File: config.mk
export PLATFORM = sky130hd
export DESIGN_NAME = serial_subtractor
export DESIGN_NICKNAME = d
export VERILOG_FILES = /design/src/rtl/serial_sub_defs.sv /design/src/rtl/full_subtractor.sv /design/src/rtl/serial_subtractor.sv
export SDC_FILE = /design/constraint.sdc
export NUM_CORES = 1
export LEC_CHECK = 0
export BUFFER_PORTS_ARGS = -buffer_cell sky130_fd_sc_hd__buf_2
export CELL_PAD_IN_SITES_DETAIL_PLACEMENT = 0
export CELL_PAD_IN_SITES_GLOBAL_PLACEMENT = 1
export CORE_MARGIN = 3
export CORE_UTILIZATION = 37
export DETAILED_ROUTE_END_ITERATION = 10
export PLACE_DENSITY = 0.85
export SETUP_SLACK_MARGIN = 0.1
export SLEW_MARGIN = 15
export SYNTH_ARGS = -nofsm -noshare
export SYNTH_HDL_FRONTEND = slang
export SYNTH_SLANG_ARGS = --single-unit
File: constraint.sdc
create_clock -name clk -period 1.3 [get_ports clk]
set_input_delay 0 -clock clk [delete_from_list [all_inputs] [get_ports clk]]
set_output_delay 0 -clock clk [all_outputs]
set_load 0.01 [all_outputs]
File: src/rtl/serial_sub_defs.sv
// Shared definitions for the bit-serial subtractor: FSM state encodings and
// the default operand width.
package serial_sub_defs;

    typedef enum logic [1:0] {
        S_IDLE = 2'd0,
        S_RUN  = 2'd1,
        S_DONE = 2'd2
    } state_t;

    localparam int DEFAULT_WIDTH = 8;

endpackage

File: src/rtl/full_subtractor.sv
// One-bit full-subtractor cell: d = a - b - bin, with borrow out.
// Purely combinational so it can be reused by ripple subtractors.
module full_subtractor (
    input  logic a,
    input  logic b,
    input  logic bin,
    output logic d,
    output logic bout
);

    assign d    = a ^ b ^ bin;
    assign bout = (~a & b) | (~(a ^ b) & bin);

endmodule

File: src/rtl/serial_subtractor.sv
// Bit-serial LSB-first subtractor (diff = a - b) with valid/ready handshakes.
// Define SERIAL_SUB_SIGNED_OVF_EN to add the signed-overflow output ovf.
module serial_subtractor
    import serial_sub_defs::*;
#(
    parameter int WIDTH = DEFAULT_WIDTH,
    parameter int CNT_W = $clog2(WIDTH) + 1
) (
    input  logic             clk,
    input  logic             rst,
    input  logic             in_valid,
    output logic             in_ready,
    input  logic [WIDTH-1:0] a,
    input  logic [WIDTH-1:0] b,
    output logic             out_valid,
    input  logic             out_ready,
    output logic [WIDTH-1:0] diff,
`ifdef SERIAL_SUB_SIGNED_OVF_EN
    output logic             ovf,
`endif
    output logic             borrow_out
);

    state_t           r_state;
    state_t           w_state_next;
    logic [WIDTH-1:0] r_sa;
    logic [WIDTH-1:0] r_sb;
    logic             r_bin;
    logic [CNT_W-1:0] r_cnt;
    logic [WIDTH-1:0] r_diff;
    logic             r_borrow;
    logic             w_d;
    logic             w_bout;
    logic             w_last;
`ifdef SERIAL_SUB_SIGNED_OVF_EN
    logic             r_a_msb;
    logic             r_b_msb;
    logic             r_ovf;
`endif

    full_subtractor u_cell (
        .a    (r_sa[0]),
        .b    (r_sb[0]),
        .bin  (r_bin),
        .d    (w_d),
        .bout (w_bout)
    );

    assign w_last = (r_cnt == CNT_W'(WIDTH - 1));

    always_ff @(posedge clk or posedge rst) begin
        if (rst) begin
            r_state <= S_IDLE;
        end else begin
            r_state <= w_state_next;
        end
    end

    always_comb begin
        w_state_next = r_state;
        case (r_state)
            S_IDLE:  if (in_valid)  w_state_next = S_RUN;
            S_RUN:   if (w_last)    w_state_next = S_DONE;
            S_DONE:  if (out_ready) w_state_next = S_IDLE;
            default:                w_state_next = S_IDLE;
        endcase
    end

    // Result bits shift into the vacated MSB end of r_sa, so the visible diff
    // keeps the previous result until the last bit lands.
    always_ff @(posedge clk or posedge rst) begin
        if (rst) begin
            r_sa     <= '0;
            r_sb     <= '0;
            r_bin    <= 1'b0;
            r_cnt    <= '0;
            r_diff   <= '0;
            r_borrow <= 1'b0;
`ifdef SERIAL_SUB_SIGNED_OVF_EN
            r_a_msb  <= 1'b0;
            r_b_msb  <= 1'b0;
            r_ovf    <= 1'b0;
`endif
        end else begin
            case (r_state)
                S_IDLE: begin
                    if (in_valid) begin
                        r_sa    <= a;
                        r_sb    <= b;
                        r_bin   <= 1'b0;
                        r_cnt   <= '0;
`ifdef SERIAL_SUB_SIGNED_OVF_EN
                        r_a_msb <= a[WIDTH-1];
                        r_b_msb <= b[WIDTH-1];
`endif
                    end
                end
                S_RUN: begin
                    r_sa  <= {w_d, r_sa[WIDTH-1:1]};
                    r_sb  <= {1'b0, r_sb[WIDTH-1:1]};
                    r_bin <= w_bout;
                    r_cnt <= r_cnt + 1'b1;
                    if (w_last) begin
                        r_diff   <= {w_d, r_sa[WIDTH-1:1]};
                        r_borrow <= w_bout;
`ifdef SERIAL_SUB_SIGNED_OVF_EN
                        r_ovf    <= (r_a_msb ^ r_b_msb) & (r_a_msb ^ w_d);
`endif
                    end
                end
                default: ;
            endcase
        end
    end

    assign in_ready   = (r_state == S_IDLE);
    assign out_valid  = (r_state == S_DONE);
    assign diff       = r_diff;
    assign borrow_out = r_borrow;
`ifdef SERIAL_SUB_SIGNED_OVF_EN
    assign ovf        = r_ovf;
`endif

endmodule

# After elaboration in Yosys (flattened, before gate mapping)
# Index checks and enable logic that the tools add are counted.
# word_totals
wordCells,38
output_inout_bits,11
register_bits,32
input_bits,20
# classes
bitwise_logic,7
n_eq_ne,6
reduce_logical,5
n_addsub,1
n_mux,12
# ops
operator,count
case mux 8 bit (2 select lines),2
2-to-1 mux 8 bit,2
case mux 4 bit (2 select lines),1
2-to-1 mux 2 bit,3
case mux 2 bit (3 select lines),1
"adder 4 x 1 -> 4 bit, second input constant",1
"equality test 4 x 3 -> 1 bit, second input constant",1
2-to-1 mux 4 bit,1
"!= test 2 bit, second input constant",2
AND reduction 2 bit,2
AND reduction 3 bit,1
bitwise AND 1 bit,2
"equality test 2 x 1 -> 1 bit, second input constant",1
"equality test 2 bit, second input constant",1
zero test 2 bit,1
"!= test 2 x 1 -> 1 bit, second input constant",1
inverter 1 bit,2
case mux 1 bit (2 select lines),1
nonzero test 2 bit,1
XOR 1 bit,2
2-to-1 mux 1 bit,1
bitwise OR 1 bit,1

# Longest topological paths before layout
# Gate-level depths: netlist of run 1.
# depth
word_depth,5
mapped_depth,4

# Hierarchy
# A second synthesis of run 1 with hierarchy kept.
# unflattened
cells_unflattened,124
hier_area_um2,1390.1
# by_module_without_submodules
module,area_each_um2,instances,cells_per_inst
serial_subtractor,1358.8,1,120
full_subtractor,31.3,1,4

# Worst setup path before layout of run 1
# No wires, ideal clock.
# synth_timing
path_type,reg-to-reg
from,register r_state[1]
to,register r_diff[0] (netlist: diff[0])
required_time_ps,1175
path_stages_with_launch,4
arrival_ps,1336
n_path_buf,0
path_slack_ps,-161
cell_sequence,dfrtp_1 nand2b_1 nor3_4 mux2_2
# synth_between
elab_chain_cells,2
# synth_rtl
element,line,text
start: declaration,serial_subtractor.sv:24,state_t r_state;
start signal: assignment,serial_subtractor.sv:55,r_state <= w_state_next;
equality test 2 x 1 -> 1 bit,serial_subtractor.sv:85,case (r_state)
AND reduction 2 bit (no line),n/a,
end signal: assignment,serial_subtractor.sv:104,"r_diff <= {w_d, r_sa[WIDTH-1:1]};"
end: declaration,serial_subtractor.sv:30,logic [WIDTH-1:0] r_diff;
# No other way between the ends.
# A chain may end at the register's enable or synchronous reset.

# Worst setup path in the final report of run 1
# layout_timing
from,register r_cnt[1]
to,register r_diff[0] (netlist: diff[0])
# layout_between
elab_chain_cells,2
# layout_rtl
element,line,text
start: declaration,serial_subtractor.sv:29,logic [CNT_W-1:0] r_cnt;
start signal: assignment,serial_subtractor.sv:102,r_cnt <= r_cnt + 1'b1;
equality test 4 x 3 -> 1 bit,serial_subtractor.sv:49,assign w_last = (r_cnt == CNT_W'(WIDTH - 1));
AND reduction 2 bit (no line),n/a,
# No other way between the ends.

==> results_dict.tcl, run 1 <==
set metrics [dict create \
    status "complete, but fails checks" \
    violations "hold timing, setup timing" \
    cp-start-kind "flop" \
    syn-instance-count 140 \
    hp-class "input port to flop" \
    rr_worst_depth 5 \
    path_class "flop to flop" \
    drive_gt1_frac 0.512 \
    end_kind "flop" \
    hold_path_end "r_sb[6]" \
    peakVddDrop_uv 1130 \
    core-area_mm2 0.00377 \
    die_y_um 69.6 \
    num_rows 22 \
    max_freq_mhz 697 \
    critPathTopFamily "flip-flops" \
    synthArstFlopShare 1.00 \
    yosysMostFrequentCell "dfrtp_1" \
    htreeDepth 2 \
    finalSetupViolCount 9 \
    via_per_inst 5.53 \
    ys_seq_area_frac 0.536 \
    wl_per_cell_um 16.9 \
    avgSynthCellArea_um2 10.7 \
    initial_core_util 0.396 \
    grt_pass1_vias 1392 \
    worst-path-max-fanout 9 \
    routed-via-count 1410 \
    drt-total-wl_um 4320 \
    syn-num-nets 162 \
    dp_hpwl_um 2440 \
    ys_ff_latch 32 \
    cp_data_required_time_ns 1.47 \
    setup_ws_ns -0.135 \
    min_period_over_period 1.10 \
    clock_skew_ns 0.00529 \
    grt_setup_unrepaired "true" \
    cts_buffers 5 \
    yosys_warnings 0 \
    critPathBufInv 1 \
    grt_pass1_wl_um 6510 \
    worstHoldPathCells 3 \
    antenna_found_initial 0 \
    synth_area_leaders "dfrtp_1 54%, a22oi_1 7.5%, mux2_2 6.8%" \
    power.total_w 0.00501 \
    portBuffers 30 \
    syn_to_final_growth_pct 51.1 \
    worstPathArrival_ns 1.61 \
    grt_max_degree 33 \
    ys.flop_type "dfrtp_1" \
    synth_common_cells "32 x dfrtp_1, 18 x o21ai_0, 15 x a22oi_1, 15 x nor2b_1, 14 x a21oi_1" \
    hold_viol 1 \
    relSlewSlack 0.726 \
    cts.sinks 32 \
    cts_tree "built" \
    drtIter0Drc 97 \
    cts-root-buf "clkbuf_8" \
    tightest_slew_ns 0.412 \
    utilization 0.599 \
    worstSkewPairLatency_ns 0.29 \
    netlist.area_leader.share 0.536 \
    clk_pin_slew_ns 0.07 \
    leakage_nw 1.05 \
    setup_tns_ns -1.03 \
    final_net_count 228 \
    fin_crit_ns 1.44 \
    antenna_cells 0 \
    dieArea_mm2 0.00484 \
    syn_area_mm2 0.00150 \
    n_fill_cell 302 \
    drt_pass1_iterations 4 \
    dpl_cell_area_mm2 0.00182 \
    max-clock-path-buffers 2 \
    design_area_mm2 0.00226 \
    synth-edff-count 0 \
    postRouteAntennaNets 0 \
    route.detailed.drc 0 \
    max_cap_viol_count 0 \
    r2r_end "diff[0]" \
    reg2reg_slack_ns -0.14 \
    cpMaxStageDelayCell "dfrtp_1" \
    worstPathCellList "ha_2 -> nand2_4 -> nor3_4 -> buf_12 -> mux2_2" \
    min-delay-start "b[6]" \
    gp_congestion 0.789 \
    p_per_area_mw_per_mm2 2220 \
    slew_violations 0 \
    synth_cell_types 23 \
    max_stage_delay_ns 0.36 \
    io_pins 31 \
    yosysTopAreaCell "dfrtp_1" \
    r2r-start "r_cnt[1]" \
    grt-ovfl-total 0 \
    grt_usage 0.172 \
    die_x_um 69.6 \
    holdWs_ns -0.000804 \
]
==> sequential cells by signal, summed over array words and instances, names as in the netlist <==
register / flops
diff: 8
r_sa: 8
r_sb: 8
r_cnt: 4
r_state: 2
borrow_out: 1
r_bin: 1
==> tightest hold or removal path: stages <==
cell     delay [ns]
buf_2          0.08
a21oi_2        0.04
o21ai_1        0.12
==> per-stage QoR <==
| stage | setup slack, ns | instances |
|---|---|---|
| final | -0.135 | 255 |
| after global routing | -0.207 | 255 |
| after CTS | -0.106 | 251 |
| after detailed placement | -0.285 | 226 |
| after global placement | -0.179 | 226 |
| after floorplan | -0.125 | 140 |
==> logic make-up (layout without fill, tap and decap cells) <==
group	after synthesis	after routing	synth area share
AOI/OAI and AO/OA	53	53	0.216
and+or+nand+nor	31	31	0.120
buffers and inverters	12	79	0.0326
adders and majority gates	2	2	0.0218
muxes	10	10	0.0745
DFF	32	32	0.536
==> area by class of cell <==
| class | count | area, µm² | share of cell area |
|---|---|---|---|
| flip-flops and latches | 32 | 802 | 0.355 |
| multi-input cells | 96 | 788 | 0.349 |
| repair buffers | 66 | 500 | 0.221 |
| clock buffers | 8 | 90.1 | 0.0399 |
| well taps | 48 | 60.1 | 0.0266 |
| inverters | 5 | 18.8 | 0.00831 |
==> layout by cell type (no fill, tap or decap), drive strengths merged <==
cell | Yosys | layout
fa | 1 | 1
ha | 1 | 1
a21oi | 14 | 14
buf | 3 | 59
a21o | 1 | 1
dfrtp | 32 | 32
clkbuf | 4 | 8
nor3 | 1 | 1
nor2 | 3 | 3
o311ai | 1 | 1
and2b | 2 | 2
o21bai | 1 | 1
a22oi | 15 | 15
nand2b | 1 | 1
nand3 | 2 | 2
nor2b | 15 | 15
mux2 | 9 | 9
o21ai | 18 | 18
a22o | 2 | 2
mux2i | 1 | 1
a2bb2oi | 1 | 1
nand2 | 7 | 7
dlygate4sd3 | 0 | 7
inv | 5 | 5
==> layer usage <==
metal / vias to the layer above / global-route usage / share of wire
li1: 634 / - / -
met1: 693 / 0.217 / 0.40
met2: 67 / 0.260 / 0.51
met3: 16 / 0.0493 / 0.062
met4: 0 / 0.104 / 0.030
met5: - / 0 / 0
==> power breakdown <==
group          total, W  internal (W)  switching (W)  leakage (nW)
registers       0.00178       0.00143       0.000348         0.405
logic           0.00243       0.00131        0.00112         0.602
clock network  0.000802      0.000432       0.000370        0.0455
total           0.00501       0.00317        0.00184          1.05
==> worst max-delay path by stage <==
| stage | startpoint | endpoint | slack (ns) | cells past startpoint |
|---|---|---|---|---|
| after detailed placement | r_state[0] | r_sa[3] | -0.28 | 3 |
| after global routing | r_cnt[0] | diff[3] | -0.21 | 5 |
| after CTS | r_cnt[0] | diff[3] | -0.11 | 5 |
| final | r_cnt[1] | diff[0] | -0.14 | 5 |
| after global placement | r_state[0] | r_sa[5] | -0.18 | 3 |
| after floorplan | r_cnt[0] | diff[0] | -0.13 | 4 |
==> what timing repair did <==
| action | in CTS | in global routing |
|---|---|---|
| resized for setup | 42 | 23 |
| buffers inserted | 13 | 4 |
| endpoints found under the setup margin | 31 | 34 |
| gates cloned | 1 | 0 |
| hold endpoints to repair | 36 | 2 |
| pin swaps | 22 | 6 |
| hold buffers | 5 | 2 |
Note: power is estimated with default switching activity, not from simulation.
==> inputs of run 2 (changes only) <==
--- a/config.mk
+++ b/config.mk
@@ -5,13 +5,14 @@
 export SDC_FILE = /design/constraint.sdc
 export NUM_CORES = 1
 export LEC_CHECK = 0
+export ABC_AREA = 1
 export BUFFER_PORTS_ARGS = -buffer_cell sky130_fd_sc_hd__buf_2
 export CELL_PAD_IN_SITES_DETAIL_PLACEMENT = 0
 export CELL_PAD_IN_SITES_GLOBAL_PLACEMENT = 1
 export CORE_MARGIN = 3
-export CORE_UTILIZATION = 37
+export CORE_UTILIZATION = 35
 export DETAILED_ROUTE_END_ITERATION = 10
-export PLACE_DENSITY = 0.85
+export PLACE_DENSITY = 0.84
 export SETUP_SLACK_MARGIN = 0.1
 export SLEW_MARGIN = 15
 export SYNTH_ARGS = -nofsm -noshare
==> results_dict.tcl, run 2 <==
set metrics [dict create \
    num_rows 22 \
    avgSynthCellArea_um2 8.70 \
    yosys_warnings 0 \
    r2r_end "r_sa[7]" \
    io_pins 31 \
    max_freq_mhz 848 \
    yosysMostFrequentCell "nand3_1" \
    end_kind "output pin" \
    route.detailed.drc 0 \
    synth-edff-count 0 \
    top_usage_layer "met2" \
    synth_top_family_by_area "simple AND/OR/NAND/NOR gates" \
    grt_max_degree 33 \
    synthArstFlopShare 1.00 \
    hp-class "input port to flop" \
    cp-start-kind "flop" \
    dieArea_mm2 0.00501 \
    grt_usage 0.157 \
    setup_ws_ns 0.121 \
    cts.sinks 32 \
    synth_xor_area_frac 0 \
    met1_usage 0.212 \
    worstHoldPathCells 3 \
    peakVddDrop_uv 910 \
    max-clock-path-buffers 2 \
    syn_to_final_growth_pct 39.8 \
    r2r-start "r_sb[0]" \
    worstPathArrival_ns 1.18 \
    syn-instance-count 169 \
    cp_data_required_time_ns 1.30 \
    yosys.area_share.simple 0.358 \
    relSlewSlack 0.727 \
    initial_core_util 0.381 \
    drive_gt1_frac 0.270 \
    routed-via-count 1347 \
    power.total_w 0.00452 \
    clock_skew_ns 0.0120 \
    die_y_um 70.8 \
    die_x_um 70.8 \
    rr_worst_depth 4 \
    htreeDepth 2 \
    synth_fa_ha_area_frac 0.0221 \
    synth_cell_types 20 \
    gp_congestion 0.806 \
    slew_violations 0 \
    path_class "flop to output pin" \
    critPathBufInv 3 \
    synth_area_leaders "dfrtp_1 54%, nand3_1 18%, nand2_1 13%" \
    worst-path-max-fanout 4 \
    drt_pass1_iterations 4 \
    finalSetupViolCount 0 \
    final_net_count 247 \
    grt_setup_unrepaired "true" \
    grt_pass1_wl_um 6260 \
    ys_seq_area_frac 0.545 \
    cpMaxStageDelayCell "dfrtp_1" \
    worstSkewPairLatency_ns 0.29 \
    dp_cells 245 \
    syn-num-nets 191 \
    antenna_cells 0 \
    ys_ff_latch 32 \
    yosysTopAreaCell "dfrtp_1" \
    critPathTopFamily "flip-flops" \
    hold_viol 0 \
    status "complete, no violations" \
    portBuffers 30 \
    use_met3 0.0355 \
    layout_common_cells "52 x nand2_1, 52 x nand3_1, 31 x dfrtp_1, 30 x buf_2, 16 x dlygate4sd3_1" \
    place_ws_ns 0.0575 \
    clk_pin_slew_ns 0.08 \
    utilization 0.533 \
    cts_tree "built" \
    drt-total-wl_um 3650 \
    dp_hpwl_um 2210 \
    tightest_slew_ns 0.410 \
    synth_mux_area_frac 0 \
    cts-root-buf "clkbuf_8" \
    p_per_area_mw_per_mm2 2200 \
    grt.met2_usage 0.241 \
    ys.flop_type "dfrtp_1" \
    grt_pass1_vias 1309 \
    reg2reg_slack_ns 0.15 \
    fin_crit_ns 1.18 \
    max_cap_viol_count 0 \
    wl_per_cell_um 13.3 \
    synth_common_cells "53 x nand3_1, 52 x nand2_1, 32 x dfrtp_1, 5 x buf_2, 5 x inv_1" \
    hold_path_end "r_sa[5]" \
    core-area_mm2 0.00385 \
    syn_area_mm2 0.00147 \
    worstPathCellList "inv_2 -> buf_4 -> nor2_1 -> buf_2" \
    cts_buffers 5 \
    synth_compound_area_frac 0.0196 \
    min_period_over_period 0.907 \
    grt-ovfl-total 0 \
    via_per_inst 4.92 \
    min-delay-start "a[5]" \
    max_stage_delay_ns 0.41 \
    leakage_nw 1.04 \
    postRouteAntennaNets 0 \
    antenna_found_initial 0 \
    netlist.area_leader.share 0.545 \
    drtIter0Drc 61 \
    setup_tns_ns 0 \
    fin_cells 274 \
]
-- run 2: cell types whose count changed in the layout (fill, tap and decap cells not counted), moves of 3 or more --
cell,delta
a22oi_1,-10
nand3_1,+50
a21oi_2,-14
dlygate4sd3_1,+9
buf_8,-3
nand2_1,+46
o21ai_1,-16
nor2b_1,-13
mux2_2,-7
buf_4,-15
a22oi_2,-5
-- run 2: logic make-up after synthesis --
kind of cell	count (synthesis)
compound gates	5
flops	32
buf+inv	16
simple gates	114
fa+ha+maj	2
-- run 2: tightest hold or removal path, delay by kind of cell --
kind,cells,cell delay [ns]
buffers and inverters,1,0.08
and+or+nand+nor,2,0.17
-- run 2: metal layers --
metal  wire, µm  vias up
met3        155        6
li1           -      675
met4         72        0
met5          0        -
met2       1750       33
met1       1670      633
-- run 2: repair_timing --
item,4_1_cts,5_1_grt
endpoints found under the hold margin,47,0
pin swaps,0,3
endpoints found under the setup margin,9,30
hold buffers,16,0
setup buffers,0,4
gates cloned,0,1
resized for setup,1,12
-- run 2: power breakdown --
| part | internal [W] | total (W) | leakage (nW) | switching, W |
|---|---|---|---|---|
| logic | 0.000919 | 0.00196 | 0.581 | 0.00104 |
| clock network | 0.000422 | 0.000794 | 0.0510 | 0.000372 |
| registers | 0.00143 | 0.00177 | 0.407 | 0.000337 |
| total | 0.00277 | 0.00452 | 1.04 | 0.00175 |
-- run 2: worst max path at each step --
stage,from,end,slack [ns],depth (start not counted)
global route,r_cnt[1],diff[2],0.03,6
finish,r_state[1],out_valid,0.12,4
detailed placement,r_cnt[1],diff[4],0.06,6
floorplan,r_cnt[0],diff[7],0.16,6
CTS,r_state[0],in_ready,0.10,3
global placement,r_cnt[1],diff[3],0.11,6
-- run 2: metrics by stage --
step	hold slack [ns]	instance area, µm²
after floorplan	0.0962	1470
after global placement	0.110	1700
after detailed placement	0.107	1700
after CTS	0.000800	1960
after global routing	0.0193	2060
final	0.00158	2060
-- run 2: final cells by class --
type	count	area [µm²]
clock buffer	6	82.6
clock inverter	2	10.0
fill	371	1800
inverter	7	31.3
multi-input combinational	122	628
sequential	32	802
tap	48	60.1
timing repair buffer	57	442
==> inputs of run 3 (changes only) <==
--- a/config.mk
+++ b/config.mk
@@ -7,14 +7,14 @@
 export LEC_CHECK = 0
 export ABC_AREA = 1
 export BUFFER_PORTS_ARGS = -buffer_cell sky130_fd_sc_hd__buf_2
-export CELL_PAD_IN_SITES_DETAIL_PLACEMENT = 0
+export CELL_PAD_IN_SITES_DETAIL_PLACEMENT = 1
 export CELL_PAD_IN_SITES_GLOBAL_PLACEMENT = 1
 export CORE_MARGIN = 3
 export CORE_UTILIZATION = 35
 export DETAILED_ROUTE_END_ITERATION = 10
 export PLACE_DENSITY = 0.84
+export RECOVER_POWER = 25
 export SETUP_SLACK_MARGIN = 0.1
-export SLEW_MARGIN = 15
 export SYNTH_ARGS = -nofsm -noshare
 export SYNTH_HDL_FRONTEND = slang
 export SYNTH_SLANG_ARGS = --single-unit
==> results_dict.tcl, run 3 (synthesis results as in run 2) <==
set metrics [dict create \
    status "complete, but fails checks" \
    violations "hold timing" \
    cts_tree "built" \
    io_pins 31 \
    crit_start "r_state[1]" \
    worstPathCellList "inv_4 -> nand2_8 -> buf_8 -> nand2_1 -> a21oi_1" \
    finalSetupViolCount 0 \
    core-area_mm2 0.00385 \
    dieArea_mm2 0.00501 \
    top_layer "met4" \
    max-clock-path-buffers 2 \
    dpl_cell_area_mm2 0.00170 \
    grt_pass1_wl_um 7710 \
    dr_wl_met3_um 232 \
    cts.sinks 32 \
    relSlewSlack 0.456 \
    cp_data_required_time_ns 1.50 \
    hold_viol 1 \
    via_per_inst 5.36 \
    final_net_count 260 \
    worst-path-max-fanout 15 \
    grt-ovfl-total 0 \
    htreeDepth 2 \
    clock_skew_ns 0.00690 \
    tightest_slew_ns 0.816 \
    min-delay-start "a[5]" \
    max_freq_mhz 803 \
    postRouteAntennaNets 0 \
    die_y_um 70.8 \
    min_period_over_period 0.958 \
    grt_max_degree 33 \
    leakage_nw 1.13 \
    grt_usage 0.198 \
    dp_cells 245 \
    cp-start-kind "flop" \
    portBuffers 30 \
    cpMaxStageDelayCell "dfrtp_1" \
    cts-root-buf "clkbuf_8" \
    utilization 0.574 \
    hp-class "input port to flop" \
    place_ws_ns -0.0167 \
    routed-via-count 1539 \
    cts_buffers 5 \
    fin_cells 287 \
    gp_congestion 0.806 \
    layout.cells.most_common "nand3_1" \
    met2_length_um 2900 \
    die_x_um 70.8 \
    drt-total-wl_um 5510 \
    setup_ws_ns 0.0552 \
    end_kind "flop" \
    worstSkewPairLatency_ns 0.29 \
    initial_core_util 0.381 \
    max_cap_viol_count 0 \
    wl_per_cell_um 19.2 \
    antenna_found_initial 0 \
    num_rows 22 \
    drive_gt1_frac 0.335 \
    grt_pass1_vias 1563 \
    design_area_mm2 0.00221 \
    path_class "flop to flop" \
    syn_to_final_growth_pct 50.6 \
    layout_common_cells "52 x nand3_1, 46 x nand2_1, 31 x dfrtp_1, 30 x buf_2, 17 x buf_4" \
    r2r-start "r_state[1]" \
    holdWs_ns -0.0169 \
    max_stage_delay_ns 0.45 \
    drtIter0Drc 104 \
    drt_pass1_iterations 4 \
    grt_setup_unrepaired "true" \
    peakVddDrop_uv 1370 \
    fin_crit_ns 1.24 \
    route.detailed.drc 0 \
    routedLengthMet1_um 2270 \
    antenna_cells 0 \
    worstPathArrival_ns 1.44 \
    clk_pin_slew_ns 0.07 \
    slew_violations 0 \
    power.total_w 0.00546 \
    p_per_area_mw_per_mm2 2470 \
    dp_hpwl_um 2550 \
]
-- run 3: per-stage QoR --
step            TNS, ns  hold slack, ns
2_1_floorplan         0          0.0962
3_3_place_gp          0           0.110
3_5_place_dp    -0.0605           0.110
4_1_cts               0         0.00432
5_1_grt        -0.00163         0.00334
6_report              0         -0.0169
-- run 3: final timing paths --
path / end / slack [ns] / cells after the start
worst max-delay path: r_cnt[0] / 0.06 / 5
worst min-delay path: r_sa[5] / -0.02 / 3
worst max register to register: r_cnt[0] / 0.06 / 5
worst min register to register: diff[0] / 0.48 / 2
max in group asynchronous: r_state[0] / 0.26 / 4
min in group asynchronous: r_state[1] / 0.48 / 4
-- run 3: power breakdown --
group	internal (W)	switching, W	total, W
registers	0.00143	0.000416	0.00184
logic	0.00116	0.00138	0.00254
clock network	0.000676	0.000394	0.00107
total	0.00327	0.00219	0.00546
-- run 3: timing repair --
| item | CTS | global route |
|---|---|---|
| cloned | 0 | 2 |
| gates resized for setup | 5 | 21 |
| endpoints found under the setup margin | 13 | 27 |
| endpoints found under the hold margin | 47 | 0 |
| pin swaps | 0 | 10 |
| setup buffers | 1 | 15 |
| hold buffers | 16 | 0 |
-- run 3: worst max-delay path, delay by kind of cell, from the launching register on --
kind / cells / cell delay [ns]
AOI/OAI and AO/OA: 1 / 0.20
buffers and inverters: 2 / 0.25
DFF: 1 / 0.45
and+or+nand+nor: 2 / 0.25
-- run 3: final cells by class --
cell class                      count  area [µm²]
Clock inverter                      1        30.0
Multi-Input combinational cell    123         659
Tap cell                           48        60.1
Timing Repair Buffer               69         529
Sequential cell                    32         802
Fill cell                         450        1640
Clock buffer                        7        96.3
Inverter                            7        36.3
-- run 3: layer usage --
metal  vias up  GRT usage
met1       780      0.239
met2        50      0.330
met5         -          0
li1        697          -
met3        12     0.0483
met4         0     0.0981
